--- config.mk ---
export PLATFORM = sky130hd
export DESIGN_NAME = instr_encoder
export DESIGN_NICKNAME = d
export VERILOG_FILES = /design/src/rtl/decode_pkg.sv /design/src/rtl/instr_enc_comb.sv /design/src/rtl/instr_encoder.sv
export SDC_FILE = /design/constraint.sdc
export NUM_CORES = 1
export LEC_CHECK = 0
export ABC_AREA = 1
export BUFFER_PORTS_ARGS = -buffer_cell sky130_fd_sc_hd__buf_2
export CORE_MARGIN = 1
export CORE_UTILIZATION = 51
export CTS_CLUSTER_DIAMETER = 60
export DETAILED_ROUTE_END_ITERATION = 10
export PLACE_DENSITY = 0.81
export SLEW_MARGIN = 20
export SYNTH_ARGS = -nofsm -noshare
export SYNTH_HDL_FRONTEND = slang
export SYNTH_HIERARCHICAL = 1
export SYNTH_SLANG_ARGS = --single-unit
export TNS_END_PERCENT = 1
--- constraint.sdc ---
create_clock -name clk -period 2.5 [get_ports clk]
set_input_delay 0.125 -clock clk [delete_from_list [all_inputs] [get_ports clk]]
set_output_delay 0.125 -clock clk [all_outputs]
set_load 0.01 [all_outputs]
--- src/rtl/decode_pkg.sv ---
// Shared decode/encode vocabulary: decoded opcode enum, MIPS32 field codes
// and the FIFO entry format used by the instruction encoder.
package decode_pkg;

  typedef enum logic [6:0] {
    RESERVED,
    ADD, ADDU, SUB, SUBU, AND, OR, XOR, NOR, SLT, SLTU, SLL, SRA, SRL,
    JR, JALR, MFHI, MTHI, MFLO, MTLO, MOVN, MOVZ,
    ADDI, ADDIU, SLTI, SLTIU, ANDI, ORI, XORI, LUI,
    LB, LH, LW, LBU, LHU, SB, SH, SW,
    LL, SC, LWL, LWR, SWL, SWR,
    BEQ, BNE, BGTZ, BLEZ, BGEZ, BLTZ, BGEZAL, BLTZAL,
    J, JAL, SYSCALL, BREAK,
    MFC0, MTC0, ERET, WAIT_EX, TLBR, TLBP, TLBWI,
    MUL, CLO, CLZ, MADD, MADDU, MSUB, MSUBU,
    CACHE
  } decoded_op_t;

  // Primary opcodes (bits 31:26)
  localparam logic [5:0] OP_RT    = 6'h00, OP_BGEZ  = 6'h01, OP_J     = 6'h02, OP_JAL   = 6'h03;
  localparam logic [5:0] OP_BEQ   = 6'h04, OP_BNE   = 6'h05, OP_BLEZ  = 6'h06, OP_BGTZ  = 6'h07;
  localparam logic [5:0] OP_ADDI  = 6'h08, OP_ADDIU = 6'h09, OP_SLTI  = 6'h0A, OP_SLTIU = 6'h0B;
  localparam logic [5:0] OP_ANDI  = 6'h0C, OP_ORI   = 6'h0D, OP_XORI  = 6'h0E, OP_LUI   = 6'h0F;
  localparam logic [5:0] OP_PRIV  = 6'h10, OP_MUL   = 6'h1C;
  localparam logic [5:0] OP_LB    = 6'h20, OP_LH    = 6'h21, OP_LWL   = 6'h22, OP_LW    = 6'h23;
  localparam logic [5:0] OP_LBU   = 6'h24, OP_LHU   = 6'h25, OP_LWR   = 6'h26, OP_SB    = 6'h28;
  localparam logic [5:0] OP_SH    = 6'h29, OP_SWL   = 6'h2A, OP_SW    = 6'h2B, OP_SWR   = 6'h2E;
  localparam logic [5:0] OP_CACHE = 6'h2F, OP_LL    = 6'h30, OP_SC    = 6'h38;

  // SPECIAL function codes (bits 5:0)
  localparam logic [5:0] F_SLL  = 6'h00, F_SRL  = 6'h02, F_SRA  = 6'h03, F_JR   = 6'h08;
  localparam logic [5:0] F_JALR = 6'h09, F_MOVZ = 6'h0A, F_MOVN = 6'h0B, F_SYSCALL = 6'h0C;
  localparam logic [5:0] F_BREAK = 6'h0D, F_MFHI = 6'h10, F_MTHI = 6'h11, F_MFLO = 6'h12;
  localparam logic [5:0] F_MTLO = 6'h13, F_ADD  = 6'h20, F_ADDU = 6'h21, F_SUB  = 6'h22;
  localparam logic [5:0] F_SUBU = 6'h23, F_AND  = 6'h24, F_OR   = 6'h25, F_XOR  = 6'h26;
  localparam logic [5:0] F_NOR  = 6'h27, F_SLT  = 6'h2A, F_SLTU = 6'h2B;

  // SPECIAL2 function codes
  localparam logic [5:0] M_MADD = 6'h00, M_MADDU = 6'h01, M_MUL = 6'h02, M_MSUB = 6'h04;
  localparam logic [5:0] M_MSUBU = 6'h05, M_CLZ = 6'h20, M_CLO = 6'h21;

  // REGIMM rt-field codes
  localparam logic [4:0] B_BLTZ = 5'h00, B_BGEZ = 5'h01, B_BLTZAL = 5'h10, B_BGEZAL = 5'h11;

  // COP0: rs-field move codes and CO-format function codes
  localparam logic [4:0] C_MFC0 = 5'h00, C_MTC0 = 5'h04;
  localparam logic [5:0] C_TLBR = 6'h01, C_TLBWI = 6'h02, C_TLBP = 6'h08, C_ERET = 6'h18;
  localparam logic [5:0] C_WAIT = 6'h20;

  // Word layout selected per op; code carries the per-op field value
  typedef enum logic [3:0] {
    K_BAD, K_R, K_SYS, K_I, K_B0, K_REGIMM, K_J, K_CMOV, K_CFN, K_MUL
  } enc_kind_t;

  typedef struct packed {
    enc_kind_t  kind;
    logic [5:0] code;
  } enc_sel_t;

  typedef struct packed {
    logic [31:0] instr;
    logic        err;
  } encoded_entry_t;

endpackage

--- src/rtl/instr_enc_comb.sv ---
// Pure combinational mapping from a decoded op plus fields to a MIPS32 word.
module instr_enc_comb
  import decode_pkg::*;
(
  input  decoded_op_t    op,
  input  logic [4:0]     rs,
  input  logic [4:0]     rt,
  input  logic [4:0]     rd,
  input  logic [4:0]     shamt,
  input  logic [25:0]    imm,
  output encoded_entry_t entry
);

  enc_sel_t sel;

  // Classify the op into a word layout and its distinguishing code
  always_comb begin
    sel = '{K_BAD, 6'h00};
    case (op)
      ADD:   sel = '{K_R, F_ADD};   ADDU:  sel = '{K_R, F_ADDU};  SUB:  sel = '{K_R, F_SUB};
      SUBU:  sel = '{K_R, F_SUBU};  AND:   sel = '{K_R, F_AND};   OR:   sel = '{K_R, F_OR};
      XOR:   sel = '{K_R, F_XOR};   NOR:   sel = '{K_R, F_NOR};   SLT:  sel = '{K_R, F_SLT};
      SLTU:  sel = '{K_R, F_SLTU};  SLL:   sel = '{K_R, F_SLL};   SRA:  sel = '{K_R, F_SRA};
      SRL:   sel = '{K_R, F_SRL};   JR:    sel = '{K_R, F_JR};    JALR: sel = '{K_R, F_JALR};
      MFHI:  sel = '{K_R, F_MFHI};  MTHI:  sel = '{K_R, F_MTHI};  MFLO: sel = '{K_R, F_MFLO};
      MTLO:  sel = '{K_R, F_MTLO};  MOVN:  sel = '{K_R, F_MOVN};  MOVZ: sel = '{K_R, F_MOVZ};
      ADDI:  sel = '{K_I, OP_ADDI}; ADDIU: sel = '{K_I, OP_ADDIU}; SLTI: sel = '{K_I, OP_SLTI};
      SLTIU: sel = '{K_I, OP_SLTIU}; ANDI: sel = '{K_I, OP_ANDI}; ORI:  sel = '{K_I, OP_ORI};
      XORI:  sel = '{K_I, OP_XORI}; LUI:   sel = '{K_I, OP_LUI};
      LB:    sel = '{K_I, OP_LB};   LH:    sel = '{K_I, OP_LH};   LW:   sel = '{K_I, OP_LW};
      LBU:   sel = '{K_I, OP_LBU};  LHU:   sel = '{K_I, OP_LHU};  SB:   sel = '{K_I, OP_SB};
      SH:    sel = '{K_I, OP_SH};   SW:    sel = '{K_I, OP_SW};   LL:   sel = '{K_I, OP_LL};
      SC:    sel = '{K_I, OP_SC};   LWL:   sel = '{K_I, OP_LWL};  LWR:  sel = '{K_I, OP_LWR};
      SWL:   sel = '{K_I, OP_SWL};  SWR:   sel = '{K_I, OP_SWR};  CACHE: sel = '{K_I, OP_CACHE};
      BEQ:   sel = '{K_I, OP_BEQ};  BNE:   sel = '{K_I, OP_BNE};
      BGTZ:  sel = '{K_B0, OP_BGTZ}; BLEZ: sel = '{K_B0, OP_BLEZ};
      BGEZ:  sel = '{K_REGIMM, 6'(B_BGEZ)};    BLTZ:   sel = '{K_REGIMM, 6'(B_BLTZ)};
      BGEZAL: sel = '{K_REGIMM, 6'(B_BGEZAL)}; BLTZAL: sel = '{K_REGIMM, 6'(B_BLTZAL)};
      J:     sel = '{K_J, OP_J};    JAL:   sel = '{K_J, OP_JAL};
      SYSCALL: sel = '{K_SYS, F_SYSCALL}; BREAK: sel = '{K_SYS, F_BREAK};
      MFC0:  sel = '{K_CMOV, 6'(C_MFC0)}; MTC0: sel = '{K_CMOV, 6'(C_MTC0)};
      ERET:  sel = '{K_CFN, C_ERET}; WAIT_EX: sel = '{K_CFN, C_WAIT}; TLBR: sel = '{K_CFN, C_TLBR};
      TLBP:  sel = '{K_CFN, C_TLBP}; TLBWI: sel = '{K_CFN, C_TLBWI};
      MUL:   sel = '{K_MUL, M_MUL}; CLO:   sel = '{K_MUL, M_CLO}; CLZ:  sel = '{K_MUL, M_CLZ};
      MADD:  sel = '{K_MUL, M_MADD}; MADDU: sel = '{K_MUL, M_MADDU};
      MSUB:  sel = '{K_MUL, M_MSUB}; MSUBU: sel = '{K_MUL, M_MSUBU};
      default: sel = '{K_BAD, 6'h00};
    endcase
  end

  // Assemble the machine word for the selected layout; unknown ops flag err
  always_comb begin
    entry = '0;
    case (sel.kind)
      K_R:      entry.instr = {OP_RT, rs, rt, rd, shamt, sel.code};
      K_SYS:    entry.instr = {OP_RT, imm[19:0], sel.code};
      K_I:      entry.instr = {sel.code, (op == LUI) ? 5'd0 : rs, rt, imm[15:0]};
      K_B0:     entry.instr = {sel.code, rs, 5'd0, imm[15:0]};
      K_REGIMM: entry.instr = {OP_BGEZ, rs, sel.code[4:0], imm[15:0]};
      K_J:      entry.instr = {sel.code, imm};
      K_CMOV:   entry.instr = {OP_PRIV, sel.code[4:0], rt, rd, 11'd0};
      K_CFN:    entry.instr = {OP_PRIV, 1'b1, 19'd0, sel.code};
      K_MUL:    entry.instr = {OP_MUL, rs, rt, rd, 5'd0, sel.code};
      default:  entry.err = 1'b1;
    endcase
  end

endmodule

--- src/rtl/instr_encoder.sv ---
// Instruction encoder: encodes each accepted request and queues the word
// in a DEPTH-entry FIFO toward the consumer.
module instr_encoder
  import decode_pkg::*;
#(
  parameter int DEPTH = 4
) (
  input  logic                     clk,
  input  logic                     resetn,
  input  logic                     in_valid,
  output logic                     in_ready,
  input  decoded_op_t              in_op,
  input  logic [4:0]               in_rs,
  input  logic [4:0]               in_rt,
  input  logic [4:0]               in_rd,
  input  logic [4:0]               in_shamt,
  input  logic [25:0]              in_imm,
  output logic                     out_valid,
  input  logic                     out_ready,
  output logic [31:0]              out_instr,
  output logic                     out_err,
  output logic [$clog2(DEPTH):0]   count
);

  localparam int AW = $clog2(DEPTH);
  localparam int CW = AW + 1;
  localparam logic [CW-1:0] FULL = CW'(DEPTH);

  encoded_entry_t enc;
  encoded_entry_t mem [DEPTH];
  encoded_entry_t head;
  logic [AW-1:0]  wr_ptr, rd_ptr;
  logic           live;
  logic           push, pop;

  instr_enc_comb u_enc (
    .op    (in_op),
    .rs    (in_rs),
    .rt    (in_rt),
    .rd    (in_rd),
    .shamt (in_shamt),
    .imm   (in_imm),
    .entry (enc)
  );

  // live holds in_ready low until the first edge after reset release
  assign in_ready  = live && (count < FULL);
  assign out_valid = (count != '0);
  assign push      = in_valid && in_ready;
  assign pop       = out_valid && out_ready;
  assign head      = mem[rd_ptr];
  // Output is masked while empty so stale storage never reaches the port
  assign out_instr = out_valid ? head.instr : '0;
  assign out_err   = out_valid ? head.err : 1'b0;

  // Storage write on accept; contents are don't-care until counted valid
  always_ff @(posedge clk) begin
    if (push) mem[wr_ptr] <= enc;
  end

  // Pointers, occupancy and ready gating; pointers wrap naturally at DEPTH
  always_ff @(posedge clk or negedge resetn) begin
    if (!resetn) begin
      live   <= 1'b0;
      wr_ptr <= '0;
      rd_ptr <= '0;
      count  <= '0;
    end else begin
      live <= 1'b1;
      if (push) wr_ptr <= wr_ptr + 1'b1;
      if (pop)  rd_ptr <= rd_ptr + 1'b1;
      case ({push, pop})
        2'b10:   count <= count + 1'b1;
        2'b01:   count <= count - 1'b1;
        default: count <= count;
      endcase
    end
  end

endmodule

* Yosys cells after proc, flatten, opt, wreduce, memory -nomap -nowiden *
Memory sizes are Yosys's and may differ from the RTL's.
Cells that the tools add are included.

cells by class
  $add $sub $neg = 4
  multipliers = 0
  div/mod/pow operators = 0
  $lt $le $gt $ge = 1
  eq/ne operators = 12
  shift-type cells = 0
  mux-type cells = 8
  bitwise operators = 0
  reduce and logical (&&, ||, !) cells = 6

operators with widths
  cell                                                                count
  32-bit one-hot mux with 9 select lines                              1
  32-bit 2-to-1 mux                                                   1
  4-bit by 3-bit == test with 1-bit output, second input constant     4
  9-bit OR reduction                                                  1
  4-bit by 2-bit == test with 1-bit output, second input constant     2
  4-bit == test, second input constant                                2
  7-bit by 5-bit == test with 1-bit output, second input constant     1
  3-bit one-hot mux with 2 select lines                               1
  5-bit 2-to-1 mux                                                    1
  2-bit by 1-bit adder with 2-bit output, second input constant       2
  4-bit by 1-bit == test with 1-bit output, second input constant     1
  1-bit 2-to-1 mux                                                    4
  3-bit by 1-bit adder with 3-bit output, second input constant       1
  1-bit logical AND                                                   3
  3-bit < comparator, second input constant                           1
  3-bit nonzero test                                                  1
  3-bit by 1-bit subtractor with 3-bit output, second input constant  1
  2-bit by 1-bit == test with 1-bit output, second input constant     1
  2-bit == test, second input constant                                1
  2-bit nonzero test                                                  1

word-level totals
  flip-flop bits (word level) = 8
  bits in latches = 0
  RAM bits = 132
  ROM bits = 1280
  output and inout port bits = 38
  word-level logic and storage cells = 37
  memories = 2

memories
  memory            depth  width  rd ports  clocked after memory_dff  write ports  RTL line              source
  (name not given)  128    10     1         0                         0            instr_enc_comb.sv:19  case (op)
  mem               4      33     1         0                         1            instr_encoder.sv:30   encoded_entry_t mem [DEPTH];

* Logic depth before layout (Yosys ltp) *
  depth after elaboration = 5
  mapped depth = 16
  mapped depth without buffers = 16

* By module *
The synthesis kept the hierarchy.

by module, submodules not included
  module          times used  cells each  area an instance (µm²)  sequential area each (µm²)
  instr_encoder   1           578         6083.3                  4164.0
  instr_enc_comb  1           400         2042.0                  0.0

* Worst setup path after synthesis *
No wires, ideal clock.

  kind = reg2reg
  start = register count[2]
  end = memory mem[0][0] in the netlist's numbering, enable pin
  setup time = 423 ps
  data arrival time = 2298 ps
  data required time = 2077 ps
  path slack = -221 ps
  cell stages (with the launch flop) = 4
  path buffers = 0
  clock period less this slack = 2721 ps
  path through = dfrtp_1 nor2_1 nand2_1 nor2_1

on the way
  cells in the longest elaborated chain, start to end = 5

ends and longest elaborated chain
  item                                    RTL line             source
  from (decl)                             instr_encoder.sv:22  output logic [$clog2(DEPTH):0] count
  from (signal assigned)                  instr_encoder.sv:73  2'b10: count <= count + 1'b1;
  from (signal assigned)                  instr_encoder.sv:74  2'b01: count <= count - 1'b1;
  from (signal assigned)                  instr_encoder.sv:75  default: count <= count;
  3-bit < comparator                      instr_encoder.sv:47  assign in_ready = live && (count < FULL);
  1-bit logical AND                       instr_encoder.sv:47
  named net in_ready                      instr_encoder.sv:11  output logic in_ready,
  1-bit logical AND                       instr_encoder.sv:49  assign push = in_valid && in_ready;
  1-bit 2-to-1 mux                        instr_encoder.sv:58  if (push) mem[wr_ptr] <= enc;
  1-bit 2-to-1 mux (implied by the code)  instr_encoder.sv:58
  to (decl)                               instr_encoder.sv:30

The timed path passes the listed nets, and every way through them passes these cells.

* Final worst setup path *
  start = register rd_ptr[0]
  end = output out_instr[23]

on the way
  cells in the longest elaborated chain, start to end = 2

ends and longest elaborated chain
  item                    RTL line             source
  from (decl)             instr_encoder.sv:32  logic [AW-1:0] wr_ptr, rd_ptr;
  from (signal assigned)  instr_encoder.sv:71  if (pop) rd_ptr <= rd_ptr + 1'b1;
  memory 4 x 33 bit       -
  32-bit 2-to-1 mux       instr_encoder.sv:53  assign out_instr = out_valid ? head.instr : '0;
  to (decl)               instr_encoder.sv:20  output logic [31:0] out_instr,

No other way between the ends.

==> results.ini <==
[status]
status=completed

[global_routing]
grt_pass1_vias=6539
grt_pass1_wl_um=32700
grt_max_degree=69
grt_usage_pct=26.2
antenna_found_initial=1
grt_overflow=0

[power]
p_leak_nw=4.61
vdd_drop_max_v=0.000777
power.density_nw_per_um2=939
totalPowerFinal_mw=8.88

[yosys]
synth_area_per_cell_um2=8.31
synth_area_um2=8130
yosysWarnings=6
ys_types=36
synthesis.nets=1054
syn_inst=978
synthArstFlopShare_pct=5.71
synthFlopType=edfxtp_1
synth_seq_area_share_pct=51.2
ys_ff_latch=140
synth_edf_count=132

[setup_path]
cp.arrival_ns=1.96
critPathRequiredTime_ns=2.38
r2r-start=count[2]
crit_type=reg2out
timing.rr.end=count[1]
reg2regPathDepth=6
cp_max_fo=68
cp-start-kind=flip-flop
cp-end-kind=primary output
regToRegSetupSlack_ns=0.52

[sta]
slew_violations=0
finalCritPeriodShare_pct=83.4
min_period_ns=2.09
clock_skew_ns=0.00678
setup_violations=0
fin_ws_ns=0.414
worst_slew_pin_slew_ns=0.755
max_freq_mhz=479
maxSlewHeadroom_pct=49.7
hold_viol_final=0
rsz0062_at_grt=false
hold_slack_ns=0.0627

[min_path]
worstHoldStart=in_rs[0]
whs_endpoint=mem[1][22]
hp-class=in2reg
hold_path_depth=3

[placement]
dp_cells=1265
post-place-ws_ns=0.0841
place_congestion=0.998
dpl.hpwl_um=13600
port_buffers=94

[cells_and_area]
regArea_um2=4170
drive_gt1_share_pct=17.8
fillers=1250
final_cells=1300
final_nets=1151
utilization_pct=61.5
multi_input_area_um2=2970
area_growth_syn_to_layout_pct=16.3

[die]
die_h_um=128
row_count=45
start_util_pct=52.9
ioPinCount=95
dieArea_um2=16400
die_w_um=128
core_um2=15400

[routing]
vias=6775
vias_per_cell=5.21
firstDrtPassIters=5
wirelength_um=20400
ant_nets=0
drc=0
drtIter0Drc=663
wl_per_cell_um=15.7

[clock_network]
cts_sinks=140
cts_buffers=17
cts_tree=yes
path_clk_slew_ns=0.06
htree_num_levels=4
clk_latency_ns=0.42
cts_buffer_depth=2
postCtsSetupBuffers=0
clockRootBuffer=clkbuf_16

[flow_run]
drv_cap=0

-- kinds of logic after synthesis --
kind of cell,Yosys count,share of synthesized area (%)
buffers and inverters,239,12.6
DFF,140,51.2
xor gates and xnor gates,3,0.323
other,1,0.0462
and+or+nand+nor,485,26.5
adders and majority gates,19,3.02
AOI/OAI and AO/OA,91,6.31
-- how the worst max path moves through the flow --
stage | to | slack (ns) | from | cells after the start
global placement | mem[0][8] | 0.18 | in_op[1] | 14
global route | out_instr[23] | 0.28 | rd_ptr[0] | 5
floorplan | mem[0][0] | -0.22 | count[2] | 3
detailed placement | mem[3][11] | 0.08 | in_op[1] | 13
CTS | out_instr[23] | 0.40 | rd_ptr[1] | 4
finish | out_instr[23] | 0.41 | rd_ptr[0] | 5
-- layout by cell type, fill, tap and decap left out, drive strengths merged --
master,count
nor2,54
nand3b,4
conb,1
diode,1
xnor2,2
dfrtp,8
nand2,304
fa,1
clkinv,6
edfxtp,132
o21ai,39
buf,113
clkinvlp,2
dlygate4sd3,2
o21a,1
or3,1
clkbuf,18
ha,18
bufinv,5
a21oi,50
nand3,103
o211ai,1
xor2,1
nand4,19
inv,203
-- routing by layer --
layer | up-vias | wire length, um | track usage, % | part of all wire, %
li1 | 3305 | - | - | -
met1 | 3049 | 7890 | 32.8 | 39
met2 | 368 | 10200 | 44.3 | 50
met3 | 53 | 1740 | 4.59 | 8.5
met4 | 0 | 622 | 12.0 | 3.0
met5 | - | 0 | 0 | 0
-- state kept, by name, indices dropped and copies added, names as in the netlist --
| signal | count |
|---|---|
| wr_ptr | 2 |
| mem | 132 |
| count | 3 |
| live | 1 |
| rd_ptr | 2 |
-- where the power goes --
group	leakage [nW]	switching, mW	total (mW)	internal (mW)
clock network	0.300	0.901	2.65	1.75
logic	3.01	2.19	3.26	1.07
registers	1.30	0.0802	2.96	2.88
total	4.61	3.17	8.88	5.70
-- synthesized netlist by cell type, types with 11 or more instances --
cell      number  area, um^2
buf_2         20         100
inv_1        190         713
nand4_1       18         113
o21ai_2       11        96.3
inv_2         11        41.3
o21ai_0       24         120
a21oi_1       50         250
edfxtp_1     132        3960
nand2_1      294        1100
ha_1          18         225
nand3_1       98         490
nor2_1        45         169
-- timing repair --
action | in CTS | in global routing
setup endpoints to repair | 0 | 0
gates resized for setup | 0 | 0
endpoints found under the hold margin | 9 | 0
hold buffers | 2 | 0
-- area by class of cell --
type,instances,share of cell area (%)
flip-flops and latches,140,44.1
multi-input cells,599,31.4
inverters,202,8.05
repair buffers,115,6.96
clock buffers,18,4.54
well taps,211,2.79
clock inverters,14,2.11
diodes,1,0.0265
-- worst max-delay path: stages (launching register included) --
cell and delay, ns:
dfrtp_2 0.36, buf_4 0.59, nand2_1 0.16, nand3_1 0.13, a21oi_1 0.11, buf_2 0.17
-- through the flow --
step | TNS (ns) | instance area [um^2]
after global routing | 0 | 9450
final | 0 | 9450
after global placement | 0 | 8800
after detailed placement | 0 | 8800
after floorplan | -29.23 | 8130
after CTS | 0 | 9450
(Power assumes the default switching activity.)
